$ cat src/rtl/inst_fetch_queue.sv
// Instruction-fetch front end: generates fetch requests toward the MMU and buffers
// {pc, inst, adel} entries in a circular queue for the dual-issue decoder.
module inst_fetch_queue #(
    parameter int unsigned DEPTH    = 8,
    parameter logic [31:0] RESET_PC = 32'hBFC0_0000
) (
    input  logic        clk,
    input  logic        rst,
    input  logic        redirect_valid,
    input  logic [31:0] redirect_pc,
    output logic        inst_en,
    output logic [31:0] inst_addr,
    input  logic        inst_ok,
    input  logic        inst_ok_1,
    input  logic        inst_ok_2,
    input  logic [31:0] inst_data_1,
    input  logic [31:0] inst_data_2,
    input  logic [1:0]  deq_num,
    output logic        out_valid_1,
    output logic        out_valid_2,
    output logic [31:0] out_pc_1,
    output logic [31:0] out_pc_2,
    output logic [31:0] out_inst_1,
    output logic [31:0] out_inst_2,
    output logic        out_adel_1,
    output logic        out_adel_2
);

    localparam int unsigned AW = $clog2(DEPTH);

    typedef enum logic [1:0] {StIdle, StReq, StDrop, StHalt} state_e;

    state_e        r_state, w_state_next;
    logic [31:0]   r_pc, w_pc_next;
    logic [31:0]   r_req_addr, w_req_addr_next;
    logic          r_inst_en;
    logic [AW-1:0] r_head, r_tail;
    logic [AW:0]   r_count;

    logic [31:0]   r_mem_pc   [DEPTH];
    logic [31:0]   r_mem_inst [DEPTH];
    logic          r_mem_adel [DEPTH];

    logic [AW:0]   w_free;
    logic [1:0]    w_deq;
    logic [1:0]    w_pop;
    logic [1:0]    w_push_num;
    logic [31:0]   w_wr0_pc, w_wr0_inst;
    logic          w_wr0_adel;
    logic [AW-1:0] w_tail_p1, w_head_p1;

    assign w_free    = (AW + 1)'(DEPTH) - r_count;
    assign w_deq     = (deq_num > 2'd2) ? 2'd2 : deq_num;
    assign w_pop     = ((AW + 1)'(w_deq) > r_count) ? r_count[1:0] : w_deq;
    assign w_tail_p1 = r_tail + AW'(1);
    assign w_head_p1 = r_head + AW'(1);

    always_comb begin
        w_state_next    = r_state;
        w_pc_next       = r_pc;
        w_req_addr_next = r_req_addr;
        w_push_num      = 2'd0;
        w_wr0_pc        = r_req_addr;
        w_wr0_inst      = inst_data_1;
        w_wr0_adel      = 1'b0;

        unique case (r_state)
            StIdle: begin
                if (r_pc[1:0] != 2'b00) begin
                    if (w_free >= (AW + 1)'(1)) begin
                        w_push_num   = 2'd1;
                        w_wr0_pc     = r_pc;
                        w_wr0_inst   = 32'd0;
                        w_wr0_adel   = 1'b1;
                        w_state_next = StHalt;
                    end
                end else if (w_free >= (AW + 1)'(2)) begin
                    w_state_next    = StReq;
                    w_req_addr_next = r_pc;
                end
            end
            StReq: begin
                if (inst_ok) begin
                    if (inst_ok_1) begin
                        w_push_num = inst_ok_2 ? 2'd2 : 2'd1;
                    end
                    w_pc_next    = r_req_addr + {28'd0, w_push_num, 2'b00};
                    w_state_next = StIdle;
                end
            end
            StDrop: begin
                if (inst_ok) begin
                    w_state_next = StIdle;
                end
            end
            StHalt: begin
            end
        endcase

        // A redirect overrides everything; an in-flight request without its
        // response this cycle must have that response swallowed in StDrop.
        if (redirect_valid) begin
            w_push_num      = 2'd0;
            w_pc_next       = redirect_pc;
            w_req_addr_next = r_req_addr;
            if (r_state == StReq || r_state == StDrop) begin
                w_state_next = inst_ok ? StIdle : StDrop;
            end else begin
                w_state_next = StIdle;
            end
        end
    end

    always_ff @(posedge clk) begin
        if (rst) begin
            r_state    <= StIdle;
            r_pc       <= RESET_PC;
            r_req_addr <= 32'd0;
            r_inst_en  <= 1'b0;
            r_head     <= '0;
            r_tail     <= '0;
            r_count    <= '0;
        end else begin
            r_state    <= w_state_next;
            r_pc       <= w_pc_next;
            r_req_addr <= w_req_addr_next;
            r_inst_en  <= (w_state_next == StReq) || (w_state_next == StDrop);
            if (redirect_valid) begin
                r_head  <= r_tail;
                r_count <= '0;
            end else begin
                r_head  <= r_head + AW'(w_pop);
                r_tail  <= r_tail + AW'(w_push_num);
                r_count <= r_count + (AW + 1)'(w_push_num) - (AW + 1)'(w_pop);
            end
        end
    end

    always_ff @(posedge clk) begin
        if (!rst) begin
            if (w_push_num != 2'd0) begin
                r_mem_pc[r_tail]   <= w_wr0_pc;
                r_mem_inst[r_tail] <= w_wr0_inst;
                r_mem_adel[r_tail] <= w_wr0_adel;
            end
            if (w_push_num == 2'd2) begin
                r_mem_pc[w_tail_p1]   <= r_req_addr + 32'd4;
                r_mem_inst[w_tail_p1] <= inst_data_2;
                r_mem_adel[w_tail_p1] <= 1'b0;
            end
        end
    end

    assign inst_en     = r_inst_en;
    assign inst_addr   = r_req_addr;
    assign out_valid_1 = (r_count != '0);
    assign out_valid_2 = (r_count >= (AW + 1)'(2));
    assign out_pc_1    = out_valid_1 ? r_mem_pc[r_head] : 32'd0;
    assign out_pc_2    = out_valid_2 ? r_mem_pc[w_head_p1] : 32'd0;
    assign out_inst_1  = out_valid_1 ? r_mem_inst[r_head] : 32'd0;
    assign out_inst_2  = out_valid_2 ? r_mem_inst[w_head_p1] : 32'd0;
    assign out_adel_1  = out_valid_1 & r_mem_adel[r_head];
    assign out_adel_2  = out_valid_2 & r_mem_adel[w_head_p1];

endmodule

$ cat config.mk
export PLATFORM = sky130hd
export DESIGN_NAME = inst_fetch_queue
export DESIGN_NICKNAME = d
export VERILOG_FILES = /design/src/rtl/inst_fetch_queue.sv
export SDC_FILE = /design/constraint.sdc
export NUM_CORES = 2
export LEC_CHECK = 0
export ABC_AREA = 0
export CAP_MARGIN = 20
export CORE_MARGIN = 10
export CORE_UTILIZATION = 54
export CTS_CLUSTER_DIAMETER = 30
export DETAILED_ROUTE_END_ITERATION = 8
export PLACE_DENSITY = 0.81
export SYNTH_ARGS = -nofsm -noshare
export SYNTH_HDL_FRONTEND = slang
export SYNTH_SLANG_ARGS = --single-unit
$ cat constraint.sdc
create_clock -name clk -period 7.6 [get_ports clk]
set_input_delay 1.52 -clock clk [delete_from_list [all_inputs] [get_ports clk]]
set_output_delay 1.52 -clock clk [all_outputs]
set_load 0.02 [all_outputs]
---- After elaboration in Yosys (flattened, before gate mapping) ----
Memory sizes are Yosys's and may differ from the RTL's. A register that Yosys moved wholly into a read port is not among the register bits.
Cells that the tools add are included.
cells by class
  equal/unequal tests ..................... 5
  order comparisons ....................... 5
  bitwise logic cells ..................... 4
  $add $sub $neg .......................... 9
  reductions and logical operators ........ 12
  muxes and demuxes ....................... 45
operators with widths
  operator               number
  $mux 32                13
  $add 32x3->32 const B  1
  $add 32x4->32          1
  $mux 2                 15
  $mux 3                 4
  $mux 1                 11
  $ge 4x2->1 const B     2
  $pmux 2 s2             2
  $reduce_bool 2->1      4
  $add 3x1->3 const B    2
  $add 3x2->3            2
  $eq 2x2->1 const B     3
  $add 4x2->4            1
  $eq 2x1->1 const B     2
  $ge 4x1->1 const B     1
  $gt 2x4->1             1
  $reduce_and 4->1       1
  $reduce_bool 4->1      1
  $reduce_or 2->1        2
  $sub 4x2->4            1
  $sub 4x4->4 const A    1
  $and 1x1->1            2
  $gt 2x2->1 const B     1
  $logic_not 2->1        1
  other kinds (3)        5
storage, ports and cells
  RAM bits ................................ 520
  memories ................................ 3
  output and inout port bits .............. 165
  bits of input ports ..................... 104
  logic and storage cells ................. 90
  register bits after elaboration ......... 77
memory list
  memory      words  width  read ports  clocked after memory_dff  write ports  RTL line  source
  r_mem_inst  8      32     2           1                         2            41        logic [31:0] r_mem_inst [DEPTH];
  r_mem_pc    8      32     2           1                         2            40        logic [31:0] r_mem_pc [DEPTH];
  r_mem_adel  8      1      2           1                         2            42        logic r_mem_adel [DEPTH];

---- Longest topological paths before layout ----
  word-level depth ........................ 11
  gate-level depth with buffers ........... 14
  mapped depth without buffers ............ 13

---- Least setup slack after synthesis ----
No wires, ideal clock.
  kind .................................... input -> register
  from .................................... input port rst
  to ...................................... memory r_mem_inst[7][0] (enable)
  buffers on the path ..................... 3
  stages .................................. 7
  library setup time ...................... 0.574 ns
  data required time ...................... 7.026 ns
  arrival ................................. 6.933 ns
  setup slack ............................. 0.093 ns
  cells stage by stage .................... clkbuf_1 or2_1 buf_2 nor2_1 a32oi_1 clkbuf_1 o21ai_0
RTL lines
  item             RTL line  source
  start, declared  8         input logic rst,
  end, declared    41

---- Final worst setup path ----
  from .................................... register r_head[0]
  to ...................................... output port out_inst_2[5]
on the way
  longest elaborated chain between the ends .. 3
RTL lines
  item                    RTL line  source
  start, declared         37        logic [AW-1:0] r_head, r_tail;
  start signal, assigned  129       r_head <= r_tail;
  start signal, assigned  132       r_head <= r_head + AW'(w_pop);
  $add 3x1->3             56        assign w_head_p1 = r_head + AW'(1);
  $mem_v2 8x32            n/a
  $mux 32                 161       assign out_inst_2 = out_valid_2 ? r_mem_inst[w_head_p1] : 32'd0;
  end, declared           24        output logic [31:0] out_inst_2,
Every way passes these cells.

==> results.toml <==
[route]
vias = 28020
route.detailed.wl_per_inst_um = 26.31
route.detailed.drc = 0
drtIter0Drc = 4578
ant_nets = 0
avgViaCountPerCell = 6.640
totalWireLength_um = 111000
drtPass1Iterations = 6

[synthesis]
yosysWarnings = 0
synth_top_area_share_pct = 44.63
synth_top_cells_by_area = "edfxtp_1 (45%), mux4_2 (17%), nand2_1 (6.1%)"
ys_seq_area_share_pct = 49.58
synth-edff-count = 512
async_flop_share_pct = 0
synthCells = 3127
synth_seq_cells = 597
synth.distinct_cells = 63
netlist_area_sq_mm = 0.03445
synth_fp_nets = 3257
synthFlopType = "edfxtp_1"
syn_avg_cell_area_sq_um = 11.02
synth_area_leader_cell = "edfxtp_1"

[floorplan]
num_io_pins = 269
start_util_pct = 54.61
die_x_um = 272.6
dieHeight_um = 272.6
placementRows = 92
die_area_sq_mm = 0.07429
core_area_sq_mm = 0.06308

[global_routing]
gr-total-overflow = 0
antenna_found_initial = 2
grt_pass1_vias = 27700
grt_max_degree = 117
grt_use_total_pct = 29.28
grt_first_pass_wirelength_um = 168100

[placement]
place_congestion = 0.9375
placed_cell_area_sq_mm = 0.03738
port_buffers = 268
dp_hpwl_um = 66570

[worst_setup_path]
crit_type = "reg -> out"
start_kind = "flip-flop"
slowest_delay_ns = 0.91
path_cells = "ha_4, buf_12, mux4_2, nand2_1, a21oi_1, clkdlybuf4s50_1"
critPathSlowestCell = "dfxtp_4"
cp_data_arrival_time_ns = 4.48
required_ns = 6.08
cp-end-kind = "primary output"
cp_max_fo = 59
reg2reg_setup_slack_ns = 3.14

[clocking]
path_clk_slew_ns = 0.05
holdBufCountCts = 0
cts_made_buffers = 120
root_buffer = "clkbuf_16"
cts_tree = "done"
cts.sinks = 597
worstSkewPairLatency_ns = 0.68
h-tree-depth = 3
clock_path_buffers = 3
ctsResizeCount = 0
postCtsSetupRepairBufs = 0

[finish]
layout-drive-gt1-share_pct = 15.99
design_area_sq_mm = 0.04143
multi_input_area_sq_mm = 0.01608
final_net_count = 3396
n_fill_cell = 4588
postLayoutCoreUtil_pct = 65.68
seqCellArea_sq_mm = 0.01709
syn_to_final_growth_pct = 20.28

[run]
maxCapViolCount = 0

[sta]
slew_viol_final = 0
fin_crit_sh_pct = 78.98
worst_pin_slew_ns = 1.227
finalHoldViolCount = 0
setup_viol = 0
tns_ns = 0
timing.fmax_ghz = 0.1666
rsz0062_at_grt = "no"
min_period_ns = 6.002
clock_skew_ns = 0.04913
holdWs_ns = 0.4741
slew_headroom_pct = 18.22

[power_and_ir_drop]
p_leak_nw = 13.71
cellPowerDensity_mw_per_mm2 = 323.5
ir_drop_v = 0.0003167

[status]
status = "completed"

[min_path]
min_path_type = "reg -> reg"
[worst max-delay path, delay by kind of cell (launching register included)]
| family | cells | cell delay [ns] |
|---|---|---|
| AO/OA/AOI/OAI | 1 | 0.12 |
| adder cells (fa/ha/maj) | 1 | 0.87 |
| buffers and inverters | 2 | 1.15 |
| flip-flops | 1 | 0.91 |
| multiplexers | 1 | 0.59 |
| AND/OR/NAND/NOR | 1 | 0.09 |
[final cells by class]
cell class	instances	area share [%]
Sequential cell	597	41.24
Multi-Input combinational cell	2207	38.80
Clock buffer	141	7.562
Inverter	20	0.1812
Antenna cell	2	0.01208
Timing Repair Buffer	320	7.453
Clock inverter	86	2.190
Tap cell	846	2.555
[metal layers]
layer | wire length, um | vias up | track usage [%]
li1 | - | 11830 | -
met1 | 39660 | 13510 | 37.82
met3 | 14540 | 384 | 7.790
met2 | 52020 | 2282 | 46.04
met5 | 28 | - | 0
met4 | 4749 | 4 | 13.07
[synthesized netlist by cell type, types with 6 or more instances]
master,number
a211oi_1,18
nor2_1,348
or3_1,6
and4_1,6
inv_1,20
o21ai_0,293
nand3_1,19
buf_6,8
nand2b_1,14
xor2_1,33
dfxtp_1,85
o22ai_1,11
nand4_1,11
mux2_1,18
and2_1,13
ha_1,21
and3_1,12
a21oi_1,325
buf_2,82
edfxtp_1,512
buf_4,10
mux2i_1,106
buf_1,46
xnor2_1,30
o21ai_1,9
mux4_2,260
nor3_1,11
clkbuf_1,152
nor3b_1,6
nor2b_1,9
nand2_1,564
[flip-flops by register name (all words and copies together), names as in the netlist]
signal	cells
r_mem_inst	256
r_mem_pc	256
inst_addr	32
r_pc	32
r_mem_adel	8
r_count	4
r_head	3
r_tail	3
r_state	2
inst_en	1
[cells by family (layout without fill, tap and decap cells)]
| family | after synthesis | after routing | share of synthesized area (%) |
|---|---|---|---|
| other | 0 | 2 | 0 |
| adder cells (fa/ha/maj) | 26 | 26 | 1.053 |
| multiplexers | 389 | 389 | 20.83 |
| flip-flops | 597 | 597 | 49.58 |
| AO/OA/AOI/OAI | 684 | 684 | 10.37 |
| AND/OR/NAND/NOR | 1045 | 1045 | 12.45 |
| XOR/XNOR | 63 | 63 | 1.602 |
| buffers and inverters | 323 | 567 | 4.119 |
[cells in the final DEF, fill, tap and decap left out, types with 12 or more instances in the layout]
cell type	instances
clkbuf_16	121
edfxtp_1	512
a211oi_1	18
nand3_1	19
mux2_1	18
o21ai_0	290
and3_1	12
xor2_1	32
nor2_1	346
clkinvlp_4	13
bufinv_16	14
inv_1	20
xnor2_1	29
nand2b_1	14
mux2i_1	106
ha_1	20
clkinv_2	18
dfxtp_1	82
clkbuf_1	17
a21oi_1	325
buf_4	50
mux4_2	260
clkinv_4	13
clkinv_1	20
nand2_1	563
clkdlybuf4s50_1	266
[power breakdown]
| group | total [mW] | internal, mW | switching, mW |
|---|---|---|---|
| clock | 5.23 | 3.41 | 1.82 |
| combinational | 4.27 | 1.74 | 2.52 |
| sequential | 3.90 | 3.76 | 0.141 |
| total | 13.4 | 8.92 | 4.49 |
[worst paths after layout]
check	start	end	cells past startpoint
setup / recovery	r_head[0]	out_inst_2[5]	6
setup reg to reg	r_count[1]	r_mem_pc[7][24]	9
hold / removal	r_pc[26]	inst_addr[26]	2
hold reg to reg	r_pc[26]	inst_addr[26]	2
[per-stage QoR]
step | power [mW] | instances | setup WS, ns
6_report | 13.40 | 4219 | 1.598
2_1_floorplan | 6.420 | 3127 | 0.09283
3_5_place_dp | 8.156 | 3990 | 2.190
3_3_place_gp | 8.093 | 3990 | 2.235
4_1_cts | 13.37 | 4217 | 1.596
5_1_grt | 13.84 | 4217 | 1.364
(Power assumes the default switching activity.)
